**src/rtl/fir_tap_window.sv**
```systemverilog
// Serial-to-parallel sample window for a 6-tap FIR datapath: primes six taps,
// optionally decimates, and holds each window stable until the datapath takes it.
module fir_tap_window #(
  parameter int W     = 16,
  parameter int DECIM = 1
) (
  input  logic         clk,
  input  logic         rst,
  input  logic         clear,
  input  logic [W-1:0] s_data,
  input  logic         s_valid,
  output logic         s_ready,
  output logic [W-1:0] tap_1,
  output logic [W-1:0] tap_2,
  output logic [W-1:0] tap_3,
  output logic [W-1:0] tap_4,
  output logic [W-1:0] tap_5,
  output logic [W-1:0] tap_6,
  output logic         m_valid,
  input  logic         m_ready,
  output logic [2:0]   fill_count
);

  typedef enum logic {
    PRIME = 1'b0,
    RUN   = 1'b1
  } state_t;

  localparam logic [3:0] DEC_LAST = 4'(DECIM - 1);

  state_t     state, state_next;
  logic [2:0] fill_next;
  logic [3:0] dec_cnt, dec_next;
  logic       m_valid_next;
  logic       accept;
  logic       emit;

  // An unconsumed window blocks intake, so the taps never move under the datapath.
  assign s_ready = !rst && !clear && (!m_valid || m_ready);
  assign accept  = s_valid && s_ready;

  // NOTE: every output of this block gets a default first so no latch is inferred.
  always_comb begin
    state_next = state;
    fill_next  = fill_count;
    dec_next   = dec_cnt;
    emit       = 1'b0;
    case (state)
      PRIME: begin
        if (accept) begin
          fill_next = fill_count + 3'd1;
          if (fill_count == 3'd5) begin
            emit       = 1'b1;
            state_next = RUN;
          end
        end
      end
      RUN: begin
        if (accept) begin
          if (dec_cnt == DEC_LAST) begin
            emit     = 1'b1;
            dec_next = 4'd0;
          end else begin
            dec_next = dec_cnt + 4'd1;
          end
        end
      end
      default: state_next = PRIME;
    endcase

    // A fresh window replaces a consumed one in the same cycle, with no bubble.
    m_valid_next = m_valid;
    if (emit) begin
      m_valid_next = 1'b1;
    end else if (m_valid && m_ready) begin
      m_valid_next = 1'b0;
    end
  end

  // NOTE: sequential state uses non-blocking assignments so all taps shift together.
  always_ff @(posedge clk) begin
    if (rst || clear) begin
      state      <= PRIME;
      fill_count <= 3'd0;
      dec_cnt    <= 4'd0;
      m_valid    <= 1'b0;
      tap_1      <= '0;
      tap_2      <= '0;
      tap_3      <= '0;
      tap_4      <= '0;
      tap_5      <= '0;
      tap_6      <= '0;
    end else begin
      state      <= state_next;
      fill_count <= fill_next;
      dec_cnt    <= dec_next;
      m_valid    <= m_valid_next;
      if (accept) begin
        tap_6 <= tap_5;
        tap_5 <= tap_4;
        tap_4 <= tap_3;
        tap_3 <= tap_2;
        tap_2 <= tap_1;
        tap_1 <= s_data;
      end
    end
  end

endmodule

```
**config.mk**
```make
export PLATFORM = sky130hd
export DESIGN_NAME = fir_tap_window
export DESIGN_NICKNAME = d
export VERILOG_FILES = /design/src/rtl/fir_tap_window.sv
export SDC_FILE = /design/constraint.sdc
export NUM_CORES = 1
export LEC_CHECK = 0
export CAP_MARGIN = 20
export CELL_PAD_IN_SITES_DETAIL_PLACEMENT = 0
export CELL_PAD_IN_SITES_GLOBAL_PLACEMENT = 1
export CORE_ASPECT_RATIO = 2
export CORE_MARGIN = 10
export CORE_UTILIZATION = 32
export DETAILED_ROUTE_END_ITERATION = 10
export PLACE_DENSITY = 0.78
export SYNTH_ARGS = -nofsm -noshare
export SYNTH_HDL_FRONTEND = slang
export SYNTH_SLANG_ARGS = --single-unit
export TNS_END_PERCENT = 50
```
**constraint.sdc**
```tcl
create_clock -name clk -period 2.06 [get_ports clk]
set_input_delay 0.618 -clock clk [delete_from_list [all_inputs] [get_ports clk]]
set_output_delay 0.618 -clock clk [all_outputs]
set_load 0.01 [all_outputs]
```
==> impl_metrics.json, run 1 <==
{
  "status": "finished, final reports clean",
  "viasPerCell": 4.74,
  "cts-buffers-inserted": 9,
  "critPathLaunchType": "flop",
  "period_needed_ns": 1.94,
  "seq_area_frac_synth_pct": 56.2,
  "grt_pass1_vias": 3341,
  "hold_viol": 0,
  "cts_root_buffer": "clkbuf_16",
  "diodes": 0,
  "dp_slack_ns": -0.488,
  "clkLatencyLatePin_ns": 0.34,
  "synth_compound_area_share_pct": 0.803,
  "grt_first_pass_wirelength_mm": 17.6,
  "track_usage_pct": 13.3,
  "initial_core_util_pct": 32.9,
  "syn-num-nets": 494,
  "synth-seq-cells": 105,
  "leakage_nw": 2.42,
  "grt_start_max_net_pins": 62,
  "muxShareOfSynthArea_pct": 0.803,
  "cap_viol_max_count": 0,
  "cts_tree": "yes",
  "synth_cell_types": 28,
  "port_buffers": 121,
  "postSynthCellCount": 469,
  "path_buf_inv": 1,
  "syn_avg_cell_area_sq_um": 7.97,
  "finish.utilization_pct": 48.6,
  "row_count": 55,
  "wire_per_inst_um": 15.0,
  "cp_slowest_stage_delay_ns": 0.58,
  "final_max_slew_viol_count": 0,
  "final_common_cell": "nand2_1",
  "h-tree-depth": 3,
  "drt_iter0_markers": 198,
  "area_growth_pct": 47.4,
  "io-pin-count": 122,
  "chipHeight_um": 173,
  "fin_cells": 735,
  "clk_pin_slew_ns": 0.07,
  "finalSetupViolations": 0,
  "required_ns": 1.44,
  "worstMarginPinSlew_ns": 0.636,
  "crit_path_cell_trace": "clkdlybuf4s50_1",
  "synth_top_family_by_area": "simple AND/OR/NAND/NOR gates",
  "core_area_sq_mm": 0.0114,
  "hpwlAfterDp_mm": 8.13,
  "yosys.area_share.adder_pct": 1.34,
  "drc": 0,
  "crit_fanout": 4,
  "layout_common_cells": "nand2_1 (197), clkdlybuf4s50_1 (117), dfxtp_1 (105)",
  "grt.overflow.total": 0,
  "drt_wl_total_mm": 11.0,
  "cts_setup_buffers": 0,
  "drtPass1Iterations": 4,
  "gp_congestion": 0.805,
  "power_density_mw_per_mm2": 733,
  "synth_area_sq_mm": 0.00374,
  "vdd_drop_max_v": 0.000446,
  "finalNetCount": 613,
  "dp.cells": 719,
  "critPathKind": "reg -> out",
  "min_path_type": "reg -> reg",
  "cp.arrival_ns": 1.32,
  "cpMaxStageDelayCell": "clkdlybuf4s50_1",
  "yosysWarningCount": 0,
  "antenna_found_initial": 0,
  "die_x_um": 96.4,
  "yosys.area_share.simple_pct": 36.6,
  "finalClockSkew_ns": 0.00743,
  "cp-end-kind": "primary output",
  "fin_crit_sh_pct": 94.0,
  "routed-via-count": 3484,
  "synth_xor_area_share_pct": 0.468,
  "clockBufferDepth": 2,
  "final_antenna_net_count": 0,
  "path_delay_family": "buffers and inverters",
  "fillCellCount": 1139,
  "rsz0062_at_grt": "no",
  "drive_gt1_share_pct": 7.25,
  "dieArea_sq_mm": 0.0167,
  "cts.sinks": 105,
  "relSlewSlack_pct": 57.6,
  "max_freq_mhz": 516,
  "fin_setup_tns_ns": 0,
  "setup_slack_ns": 0.123
}
## cell type report
type | count | area (sq um) | share of cell area [%]
clock buffer | 10 | 239 | 4.33
clock inverter | 6 | 72.6 | 1.32
inverter | 3 | 11.3 | 0.204
multi-input combinational | 329 | 1510 | 27.4
sequential | 105 | 2100 | 38.1
tap | 142 | 178 | 3.22
timing repair buffer | 140 | 1400 | 25.4
## synthesized netlist by cell type
cell	count	area [sq um]
mux2i_1	3	30.0
buf_2	7	35.0
nor4b_2	1	15.0
nand4_1	1	6.26
a31oi_1	2	12.5
and3_1	1	6.26
nand2_1	197	739
buf_1	1	3.75
nand2b_1	1	6.26
nand4b_1	1	8.76
nor2b_1	2	12.5
nor2_1	8	30.0
xnor2_1	2	17.5
or4_1	1	7.51
o21ai_0	1	5.00
nand3_1	96	480
inv_1	3	11.3
nand3_2	1	10.0
clkbuf_1	24	90.1
dfxtp_1	105	2100
or2_1	1	6.26
nor4_2	1	12.5
nor3_2	1	10.0
a211oi_1	1	7.51
nor2_4	1	11.3
nor3b_1	1	7.51
ha_1	4	50.1
a21oi_1	1	5.00
## through the flow
step	instance area [sq um]	hold slack, ns	total power, mW
floorplan	3740	0.450	2.20
global placement	5200	0.440	2.32
detailed placement	5200	0.446	2.33
CTS	5510	0.458	4.10
global route	5510	0.470	4.20
finish	5510	0.449	4.04
## cell families (layout without fill, tap and decap cells)
kind of cell | count (synthesis) | in the layout
adders and majority gates | 4 | 4
DFF | 105 | 105
and+or+nand+nor | 315 | 315
buffers and inverters | 35 | 159
xor gates and xnor gates | 2 | 2
AOI/OAI and AO/OA | 5 | 5
muxes | 3 | 3
## timing repair
action / CTS / global route
gates cloned: 0 / 0
gates resized for setup: 6 / 2
pin swaps: 2 / 0
endpoints found under the setup margin: 1 / 1
hold buffers: 0 / 0
## final timing paths
kind                                     from            end  slack [ns]  cells after the start
worst min register to register       tap_5[0]       tap_6[0]        0.45                      2
worst max-delay path            fill_count[0]  fill_count[0]        0.12                      1
worst max register to register        m_valid       tap_2[3]        0.60                      5
worst min-delay path                 tap_5[0]       tap_6[0]        0.45                      2
## power breakdown
part	switching [mW]	leakage [nW]	internal [mW]
clock	0.774	0.155	0.993
combinational	0.116	1.42	0.0973
sequential	0.0142	0.847	2.05
total	0.904	2.42	3.14
## layer usage
layer  part of all wire, %  GRT usage, %
met1                    39          14.6
met2                    51          22.5
met3                   7.2          3.82
met4                   3.0          6.03
met5                     0             0
## registers in the layout (all words and copies together), names as in the netlist
register    count
tap_1          16
tap_2          16
tap_3          16
tap_4          16
tap_5          16
tap_6          16
dec_cnt         4
fill_count      3
m_valid         1
state           1
No activity file was read; power rests on OpenSTA's default activity.
==> inputs of run 2 (changes only) <==
Settings changed: PLACE_DENSITY 0.78 to 0.79, SLEW_MARGIN set to 20.
==> run 2 against run 1 <==
Via count barely moved; clock power fell by 6%; hold slack got worse by 0.00097 ns; global-route usage rose by 0.19 points; non-clock buffer count fell by 2; sequential power barely moved; final cell count fell by 0.27%; total power fell by 2.4%; combinational power rose by 2%; critical path depth did not move; routed wire length rose by 2.3%; fmax fell by 2.1%; critical path type unchanged; largest cell class unchanged; largest power group unchanged.
==> impl_metrics.json, run 2 (synthesis results as in run 1) <==
{
  "status": "finished, final reports clean",
  "fillCellCount": 1147,
  "critPathLaunchType": "flop",
  "dieArea_sq_mm": 0.0167,
  "min_path_type": "reg -> reg",
  "critPathKind": "reg -> out",
  "hpwlAfterDp_mm": 8.21,
  "cap_viol_max_count": 0,
  "multi_input_area_sq_mm": 0.00151,
  "crit_fanout": 3,
  "final_max_slew_viol_count": 0,
  "diodes": 0,
  "clk_pin_slew_ns": 0.08,
  "layout_common_cells": "nand2_1 (197), clkdlybuf4s50_1 (117), dfxtp_1 (105)",
  "fin_crit_sh_pct": 96.1,
  "max_freq_mhz": 505,
  "grt_first_pass_wirelength_mm": 17.8,
  "die_x_um": 96.4,
  "finish.utilization_pct": 48.3,
  "period_needed_ns": 1.98,
  "path_delay_family": "buffers and inverters",
  "path_buf_inv": 1,
  "track_usage_pct": 13.5,
  "dp_slack_ns": -0.493,
  "vdd_drop_max_v": 0.000405,
  "required_ns": 1.44,
  "viasPerCell": 4.76,
  "drc": 0,
  "final_antenna_net_count": 0,
  "drive_gt1_share_pct": 6.94,
  "cts-buffers-inserted": 9,
  "startpoint": "tap_4[12]",
  "power_density_mw_per_mm2": 719,
  "r2r_end": "dec_cnt[2]",
  "finalClockSkew_ns": 0.00972,
  "grt_pass1_vias": 3467,
  "chipHeight_um": 173,
  "h-tree-depth": 3,
  "final_common_cell": "nand2_1",
  "leakage_nw": 2.40,
  "timing.rr.start": "dec_cnt[0]",
  "power_mw": 3.94,
  "clockBufferDepth": 2,
  "relSlewSlack_pct": 71.1,
  "grt_start_max_net_pins": 59,
  "antenna_found_initial": 0,
  "ff2ff_path_depth": 5,
  "area_growth_pct": 46.8,
  "cpMaxStageDelayCell": "clkdlybuf4s50_1",
  "gp_congestion": 0.788,
  "routed-via-count": 3486,
  "drt_wl_total_mm": 11.3,
  "cts_hold_buf": 0,
  "core_area_sq_mm": 0.0114,
  "wire_per_inst_um": 15.4,
  "rsz0062_at_grt": "no",
  "cp-end-kind": "primary output",
  "hold_start": "tap_5[8]",
  "timing.hold.ws_ns": 0.448,
  "cts.sinks": 105,
  "port_buffers": 121,
  "hold_viol": 0,
  "reg2reg_slack_ns": 0.67,
  "cts_setup_buffers": 0,
  "clkLatencyLatePin_ns": 0.35,
  "cp_slowest_stage_delay_ns": 0.60,
  "ff_latch_area_sq_mm": 0.00210,
  "drtPass1Iterations": 4,
  "cts_root_buffer": "clkbuf_16",
  "design_area_sq_mm": 0.00549,
  "row_count": 55,
  "cts_tree": "yes",
  "drt_iter0_markers": 126,
  "place_area_sq_mm": 0.00520,
  "cp.arrival_ns": 1.36,
  "worstHoldEndpoint": "tap_6[8]",
  "crit_path_cell_trace": "clkdlybuf4s50_1",
  "finalSetupViolations": 0,
  "worstMarginPinSlew_ns": 0.434,
  "finalNetCount": 611,
  "grt.overflow.total": 0,
  "initial_core_util_pct": 32.9,
  "io-pin-count": 122,
  "whs_path_depth": 2,
  "setup_slack_ns": 0.0803
}
-- run 2: final cells by class --
class	count	share of cell area, %
repair buffers	138	25.4
clock inverters	6	0.912
well taps	142	3.24
inverters	3	0.205
multi-input cells	329	27.6
clock buffers	10	4.35
flip-flops and latches	105	38.3
-- run 2: worst register-to-register path: stages (launching register included) --
cell and delay, ns:
dfxtp_1 0.40, inv_1 0.06, ha_1 0.20, nor2b_1 0.13, or4_1 0.40, a21oi_1 0.12
-- run 2: layer usage --
metal | GRT usage [%] | wire, um | vias up
li1 | - | - | 1749
met1 | 14.4 | 4350 | 1605
met5 | 0 | 0 | -
met2 | 22.2 | 5730 | 107
met3 | 3.38 | 723 | 25
met4 | 8.83 | 491 | 0
-- run 2: stage by stage --
step	TNS, ns	cells
4_1_cts	0	733
3_3_place_gp	-1.66	717
2_1_floorplan	0	469
3_5_place_dp	-3.26	717
6_report	0	733
5_1_grt	0	733
-- run 2: what timing repair did --
item                                    CTS  global route
gates resized for setup                   7             1
gates cloned                              0             0
pin swaps                                 2             0
endpoints found under the setup margin    1             1
-- run 2: worst max path at each step --
stage / endpoint / slack [ns] / cells after the start
2_1_floorplan: s_ready / 0.20 / 3
3_3_place_gp: s_ready / -0.50 / 4
3_5_place_dp: s_ready / -0.49 / 4
4_1_cts: s_ready / 0.006 / 4
5_1_grt: tap_4[5] / 0.05 / 1
6_report: tap_4[12] / 0.08 / 1
-- run 2: power by group --
| group | leakage (nW) | internal [mW] | switching, mW |
|---|---|---|---|
| logic | 1.41 | 0.0996 | 0.117 |
| clock network | 0.141 | 0.869 | 0.799 |
| registers | 0.847 | 2.05 | 0.0142 |
| total | 2.40 | 3.01 | 0.931 |
==> inputs of run 3 (changes only) <==
Settings changed: RECOVER_POWER set to 100, REMOVE_ABC_BUFFERS set to 1.
==> run 3 against run 2 <==
Flip-flop and latch count unchanged; global-route usage shrank 0.68 points; clock-buffer cell count up 2; register-to-register slack got worse by 0.04 ns; highest routed layer unchanged.
==> impl_metrics.json, run 3 (synthesis results as in run 1) <==
{
  "cap_viol_max_count": 0,
  "drt_wl_total_mm": 10.7,
  "hold_viol": 0,
  "hpwlAfterDp_mm": 7.79,
  "row_count": 55,
  "leakage_nw": 2.72,
  "cts_root_buffer": "clkbuf_16",
  "clk_pin_slew_ns": 0.07,
  "antenna_found_initial": 0,
  "port_buffers": 121,
  "timing.rr.start": "m_valid",
  "clockBufferDepth": 2,
  "track_usage_pct": 12.8,
  "cp-endpoint": "s_ready",
  "final_max_slew_viol_count": 0,
  "r2r_end": "tap_1[8]",
  "finalSetupViolations": 0,
  "area_growth_pct": 45.9,
  "finalNetCount": 610,
  "finalClockSkew_ns": 0.00909,
  "vdd_drop_max_v": 0.000405,
  "min_path_type": "reg -> reg",
  "layout_common_cells": "nand2_1 (197), dfxtp_1 (105), dlygate4sd3_1 (98)",
  "rsz0062_at_grt": "no",
  "grt.overflow.total": 0,
  "relSlewSlack_pct": 62.7,
  "dieArea_sq_mm": 0.0167,
  "fillCellCount": 1145,
  "io-pin-count": 122,
  "power_mw": 3.92,
  "cts_tree": "yes",
  "diodes": 0,
  "ff2ff_path_depth": 5,
  "required_ns": 1.44,
  "grt_first_pass_wirelength_mm": 17.0,
  "crit_fanout": 2,
  "design_area_sq_mm": 0.00546,
  "startpoint": "m_ready",
  "ff_latch_area_sq_mm": 0.00210,
  "initial_core_util_pct": 32.9,
  "cts-buffers-inserted": 9,
  "drive_gt1_share_pct": 5.76,
  "critPathLaunchType": "primary input",
  "viasPerCell": 4.73,
  "h-tree-depth": 3,
  "drc": 0,
  "critPathKind": "in -> out",
  "cts_setup_buffers": 0,
  "cts.sinks": 105,
  "worstMarginPinSlew_ns": 0.551,
  "reg2reg_slack_ns": 0.63,
  "chipHeight_um": 173,
  "gp_congestion": 0.742,
  "die_x_um": 96.4,
  "fin_crit_sh_pct": 96.3,
  "period_needed_ns": 1.98,
  "cts_hold_buf": 0,
  "drt_iter0_markers": 155,
  "max_freq_mhz": 504,
  "wire_per_inst_um": 14.6,
  "power_density_mw_per_mm2": 719,
  "drtPass1Iterations": 5,
  "clkLatencyLatePin_ns": 0.34,
  "place_area_sq_mm": 0.00521,
  "routed-via-count": 3461,
  "grt_pass1_vias": 3232,
  "multi_input_area_sq_mm": 0.00149,
  "core_area_sq_mm": 0.0114,
  "grt_start_max_net_pins": 55,
  "cp.arrival_ns": 1.37,
  "final_common_cell": "nand2_1",
  "final_antenna_net_count": 0,
  "status": "finished, final reports clean",
  "cp-end-kind": "primary output"
}
==> run 3: per-layer routing <==
layer  up-vias  routed length [um]  share of wire (%)  track usage (%)
met5         -                   0                  0                0
met4         0                 196                1.8             5.30
met3         9                 555                5.2             3.12
met1      1628                3950                 37             13.3
met2        75                6000                 56             23.0
li1       1749                   -                  -                -
==> run 3: what timing repair did <==
action | in CTS | in global routing
resized for setup | 7 | 0
setup endpoints to repair | 1 | 1
pin swaps | 2 | 1
==> run 3: worst min path at each step <==
stage | start | to | depth (start not counted)
after floorplan | dec_cnt[3] | dec_cnt[3] | 1
after CTS | tap_5[9] | tap_6[9] | 2
after global routing | tap_5[8] | tap_6[8] | 2
after global placement | tap_2[12] | tap_3[12] | 2
final | tap_5[9] | tap_6[9] | 2
after detailed placement | tap_5[15] | tap_6[15] | 2
==> run 3: metrics by stage <==
step / setup slack (ns) / hold slack (ns) / setup TNS, ns / cells / util [%]
floorplan: -2.03 / 0.450 / -173.51 / 437 / -
global placement: -0.559 / 0.439 / -1.55 / 716 / 45.9
detailed placement: -0.575 / 0.444 / -3.96 / 716 / 45.9
CTS: 0.0603 / 0.449 / 0 / 732 / 48.4
global route: 0.00751 / 0.469 / 0 / 732 / 48.0
finish: 0.0760 / 0.446 / 0 / 732 / 48.0
==> run 3: cell type report <==
type                    count  area share (%)
clock buffers              12            4.70
clock inverters             4           0.619
inverters                   3           0.206
multi-input cells         329            27.3
flip-flops and latches    105            38.5
well taps                 142            3.26
repair buffers            137            25.4
==> run 3: worst max-delay path, cell delays in order <==
cell             delay, ns
clkdlybuf4s50_1       0.41
nor2b_1               0.15
nor2_1                0.05
buf_2                 0.14
==> run 3: power breakdown <==
part / switching [mW] / internal [mW]
sequential: 0.0123 / 2.05
clock: 0.750 / 0.900
combinational: 0.120 / 0.0933
